<file path="src/rtl/vc_stream_rr_arbiter.sv">
// rtl/vc_stream_rr_arbiter.sv - round-robin merge of p_nreqs val/rdy streams into one buffered stream
//
// Purpose:
//   Merges p_nreqs val/rdy message streams onto a single val/rdy output
//   through a one-entry registered buffer. The grant rotates round-robin,
//   starting at the stream after the last one served. The buffer may drain
//   and refill in the same cycle. in_rdy depends on out_rdy only through
//   can_accept. There is no path from out_rdy through the buffer.
//
// Ports:
//   clk      in   1                 clock, rising edge
//   reset    in   1                 asynchronous, active-high reset
//   in_val   in   p_nreqs           per-stream valid
//   in_rdy   out  p_nreqs           per-stream ready, at most one bit set
//   in_msg   in   p_nreqs*p_msg_sz  stream i in [i*p_msg_sz +: p_msg_sz]
//   out_val  out  1                 buffered message valid
//   out_rdy  in   1                 downstream ready
//   out_msg  out  p_msg_sz          buffered message
//                                   ({index, message} with the tag build)
//
// Build option:
//   VC_STREAM_RR_ARBITER_TAG_EN - when defined, out_msg is widened by
//   p_idx_sz bits. The extra bits carry the index of the source stream,
//   which is registered alongside the message.

module vc_stream_rr_arbiter #(
  parameter int p_nreqs  = 4,
  parameter int p_msg_sz = 8,
  parameter int p_idx_sz = 2
) (
  input  logic                         clk,
  input  logic                         reset,
  input  logic [p_nreqs-1:0]           in_val,
  output logic [p_nreqs-1:0]           in_rdy,
  input  logic [p_nreqs*p_msg_sz-1:0]  in_msg,
  output logic                         out_val,
  input  logic                         out_rdy,
`ifdef VC_STREAM_RR_ARBITER_TAG_EN
  output logic [p_idx_sz+p_msg_sz-1:0] out_msg
`else
  output logic [p_msg_sz-1:0]          out_msg
`endif
);

  logic [p_idx_sz-1:0] r_prio_ptr;
  logic                r_out_val;
  logic [p_msg_sz-1:0] r_msg;
`ifdef VC_STREAM_RR_ARBITER_TAG_EN
  logic [p_idx_sz-1:0] r_tag;
`endif

  logic                w_can_accept;
  logic                w_found;
  logic [p_idx_sz-1:0] w_grant_idx;
  logic [p_msg_sz-1:0] w_sel_msg;
  logic [p_nreqs-1:0]  w_grant;
  logic                w_in_xfer;
  logic [p_idx_sz-1:0] w_next_ptr;

  // Pipelined-buffer rule: a buffered message leaving this cycle frees the
  // slot for a new one at the same edge.
  assign w_can_accept = !r_out_val || out_rdy;

  // Priority scan in two passes. The first pass covers streams at or above
  // the pointer. The second pass covers the wrapped-around streams below
  // it. The message mux is taken from the same winner, so an idle stream's
  // in_msg never reaches the buffer.
  always_comb begin
    w_found     = 1'b0;
    w_grant_idx = '0;
    w_sel_msg   = '0;
    for (int i = 0; i < p_nreqs; i++) begin
      if (!w_found && in_val[i] && (i >= int'(r_prio_ptr))) begin
        w_found     = 1'b1;
        w_grant_idx = p_idx_sz'(i);
        w_sel_msg   = in_msg[i*p_msg_sz +: p_msg_sz];
      end
    end
    for (int i = 0; i < p_nreqs; i++) begin
      if (!w_found && in_val[i] && (i < int'(r_prio_ptr))) begin
        w_found     = 1'b1;
        w_grant_idx = p_idx_sz'(i);
        w_sel_msg   = in_msg[i*p_msg_sz +: p_msg_sz];
      end
    end
  end

  always_comb begin
    w_grant = '0;
    for (int i = 0; i < p_nreqs; i++) begin
      w_grant[i] = w_found && (w_grant_idx == p_idx_sz'(i));
    end
  end

  // in_rdy is held low during reset. It would otherwise advertise space,
  // because the cleared buffer makes can_accept true.
  assign in_rdy    = (reset || !w_can_accept) ? '0 : w_grant;
  assign w_in_xfer = w_can_accept && w_found && !reset;

  assign w_next_ptr = (int'(w_grant_idx) == p_nreqs - 1) ? '0
                                                         : w_grant_idx + p_idx_sz'(1);

  always_ff @(posedge clk or posedge reset) begin
    if (reset) begin
      r_out_val  <= 1'b0;
      r_msg      <= '0;
      r_prio_ptr <= '0;
`ifdef VC_STREAM_RR_ARBITER_TAG_EN
      r_tag      <= '0;
`endif
    end else if (w_in_xfer) begin
      r_out_val  <= 1'b1;
      r_msg      <= w_sel_msg;
      r_prio_ptr <= w_next_ptr;
`ifdef VC_STREAM_RR_ARBITER_TAG_EN
      r_tag      <= w_grant_idx;
`endif
    end else if (r_out_val && out_rdy) begin
      // Drained with nothing behind it. The message bits are left in place.
      r_out_val  <= 1'b0;
    end
  end

  assign out_val = r_out_val;
`ifdef VC_STREAM_RR_ARBITER_TAG_EN
  assign out_msg = {r_tag, r_msg};
`else
  assign out_msg = r_msg;
`endif

endmodule

</file>
<file path="config.mk">
export PLATFORM = sky130hd
export DESIGN_NAME = vc_stream_rr_arbiter
export DESIGN_NICKNAME = d
export VERILOG_FILES = /design/src/rtl/vc_stream_rr_arbiter.sv
export SDC_FILE = /design/constraint.sdc
export NUM_CORES = 1
export LEC_CHECK = 0
export ABC_AREA = 1
export BUFFER_PORTS_ARGS = -buffer_cell sky130_fd_sc_hd__buf_2
export CORE_MARGIN = 4
export CORE_UTILIZATION = 45
export DETAILED_ROUTE_END_ITERATION = 8
export HOLD_SLACK_MARGIN = 0.12
export PLACE_DENSITY = 0.73
export SYNTH_ARGS = -nofsm -noshare
export SYNTH_HDL_FRONTEND = slang
export SYNTH_SLANG_ARGS = --single-unit
</file>
<file path="constraint.sdc">
create_clock -name clk -period 3.7 [get_ports clk]
set_clock_uncertainty 0.05 [all_clocks]
set_input_delay 0.37 -clock clk [delete_from_list [all_inputs] [get_ports clk]]
set_output_delay 0.37 -clock clk [all_outputs]
set_load 0.05 [all_outputs]
</file>
==> impl_results.md <==
* CP max FO at 19
* Crit path launch type: register
* DR pass1 iterations at 4
* Post-synthesis sequential area ratio at 21.4%
* CP Data Required Time at 3.28 ns
* Post-synth EDFFs at 0
* Initial antenna violation count at 0
* Routed WL at 3420 um
* Sink Count at 11
* Fin crit share at between 70% and 80%
* Wire per inst at 12.0 um
* Gate Count Post-Synth at 207
* Layout net count at 298
* Max_slew headroom at 61.8%
* Global-route usage over all layers at 18.4%
* I/O pin cnt at 52
* Cell taking the most area after synthesis: dfrtp_1
* CTS buffer count at 3
* Static Leak at 0.865 nW
* M2 GR Usage at 30.1%
* RSZ-0062 raised after global routing: no
* CTS tree: done
* Total number of vias at 1,472
* Met1 usage at 25.1%
* H-tree levels at 1
* Worst vdd ir at 0.000445 V
* First-pass GRT wire length at 5270 um
* Endpoints failing setup at 0
* Vias in the first global route at approximately 1,200
* Die span in y at 61.4 um
* Synth warn at 0
* Worst path arrival time at 2.42 ns
* ANT nets after route at 0
* Core area at 2730 um^2
* Fmax at about 0.35 GHz
* Full die area at between 3000 and 4000 um^2
* Post-DP HPWL at around 2700 um
* Mapped Area at 1280 um^2
* Dominant synthesized flop cell: dfrtp_1
* Most frequent cells after synthesis: nand3_1 (42), nor2_1 (40), inv_1 (31), nand2_1 (28), nand4_1 (16)
* Clk buf depth at 2
* Syn nets at 250
* CP startpoint: r_prio_ptr[1]
* Top Usage Layer GRT: met2
* Outcome: completed
* Power per cell area at between 500 and 600 nW/um^2
* Iter 0 DRT Violations at 48
* GRT overflow at 0
* Ys async rst share at 100%
* Worst Hold Launch: out_rdy
* Max_cap viols at 0
* DRC viols at 0
* Core Rows at 19
* Crit. End Element: output port
* #FFs+latches synth at 11
* Die Span X at between 60 and 70 um
* Pin count of the biggest net entering global routing at 20
* Antenna cells at 0
* Top-count cell post-synth: nand3_1
* DP Area at approximately 1500 um^2
* Initial Util at 47.0%
* Share of the synthesized area in the top cell type at 21.4%
* Placer Congestion at 0.871
* Met3 usage at 4.61%
* Post-route cell area at 1560 um^2
* Design Power at 0.835 mW
* PortBufs at 51
* Filler instances at 276
* Largest cells by area after synthesis: dfrtp_1 (21%), nand3_1 (16%), nor2_1 (12%)
* CP Class: reg2out
* Final Hold Fails at 0
* Total negative slack at 0 ns
* Final Critical Period at 2.84 ns
* Yosys cell types at 23
* Syn Area/Cell at approximately 6.2 um^2
* Synthesis-to-finish area growth at 21.5%
* Hold Crit Class: in2reg
* Clk slew on worst S/H paths at 0.06 ns
* Root Buffer: clkbuf_4
* Via density at 5.16
* Share of cells above drive strength 1 at 29.9%
* RR Startpoint: r_prio_ptr[1]
* Slew Limit Fails at 0
* Worst Tran Pin Value at 0.571 ns
* Clk Latency, worst-skew pair at 0.27 ns
cell type report:
cell class | count | area [um^2] | area share [%]
clock buffers | 4 | 26.3 | 1.68
inverters | 32 | 123 | 7.86
multi-input cells | 155 | 832 | 53.3
flip-flops and latches | 11 | 275 | 17.6
well taps | 31 | 38.8 | 2.49
repair buffers | 52 | 265 | 17.0
final timing paths:
| kind | slack [ns] | cells after the start | end |
|---|---|---|---|
| setup / recovery | 0.86 | 13 | in_rdy[1] |
| hold / removal | 0.25 | 2 | out_val |
| setup reg to reg | 1.55 | 11 | r_prio_ptr[1] |
| hold reg to reg | 0.47 | 2 | out_msg[5] |
| max in group asynchronous | 2.73 | 3 | out_msg[2] |
| min in group asynchronous | 0.58 | 3 | out_val |
sequential cells by signal, summed over array words and instances, names as in the netlist:
signal,cells
out_msg,8
out_val,1
r_prio_ptr,2
power breakdown:
part           switching [mW]  leakage (nW)  internal (mW)
clock                  0.0380        0.0150         0.0418
sequential             0.0349         0.126          0.162
combinational           0.399         0.723          0.159
total                   0.472         0.865          0.363
layout by cell type, fill, tap and decap left out:
cell	synthesis	routed
nand2_4	3	3
o21ai_0	2	2
clkbuf_4	0	3
ha_1	4	4
o21ai_2	1	1
inv_1	31	31
dfrtp_1	11	11
nand3_1	42	42
clkbuf_1	2	1
nand2_2	4	4
dlygate4sd3_1	0	1
nor2_4	2	2
nor2_2	8	8
nand2_1	28	28
buf_2	4	51
nor2_8	1	1
nor2_1	40	40
inv_4	1	1
a21oi_1	1	1
nand4_2	1	1
nand4_4	1	1
nand4_1	16	16
nand3b_1	1	1
worst max-delay path, cell delays in order, from the launching register on:
cell and delay (ns):
dfrtp_1 0.44, inv_1 0.11, nand2_2 0.21, nand2_4 0.10
nor2_8 0.25, nand2_2 0.10, nor2_4 0.19, nand2_1 0.08
nand3_1 0.12, inv_1 0.08, ha_1 0.18, inv_1 0.05
nor2_1 0.03, buf_2 0.20
logic make-up after synthesis:
family / share of synthesized area [%]
flip-flops: 21.4
AO/OA/AOI/OAI: 1.85
AND/OR/NAND/NOR: 59.1
buffers and inverters: 13.7
adder cells (fa/ha/maj): 3.90
per-layer routing:
layer | part of all wire (%) | vias up
li1 | - | 770
met1 | 43 | 640
met2 | 47 | 60
met3 | 8.8 | 2
met4 | 0.47 | 0
met5 | 0 | -
through the flow:
| step | cells | util (%) | setup WS [ns] | hold WS, ns |
|---|---|---|---|---|
| after global placement | 280 | 55.7 | 1.14 | 0.335 |
| after CTS | 285 | 57.1 | 0.865 | 0.247 |
| after floorplan | 207 | - | 1.18 | 0.172 |
| after detailed placement | 280 | 55.7 | 1.08 | 0.332 |
| after global routing | 285 | 57.1 | 0.688 | 0.267 |
| final | 285 | 57.1 | 0.859 | 0.248 |
what timing repair did:
| item | in CTS | in global routing |
|---|---|---|
| setup endpoints to repair | 0 | 0 |
| hold buffers | 1 | 0 |
| hold endpoints to repair | 11 | 0 |
| resized for setup | 0 | 0 |
| buffers inserted | 0 | 0 |
Note: power is estimated with default switching activity, not from simulation.
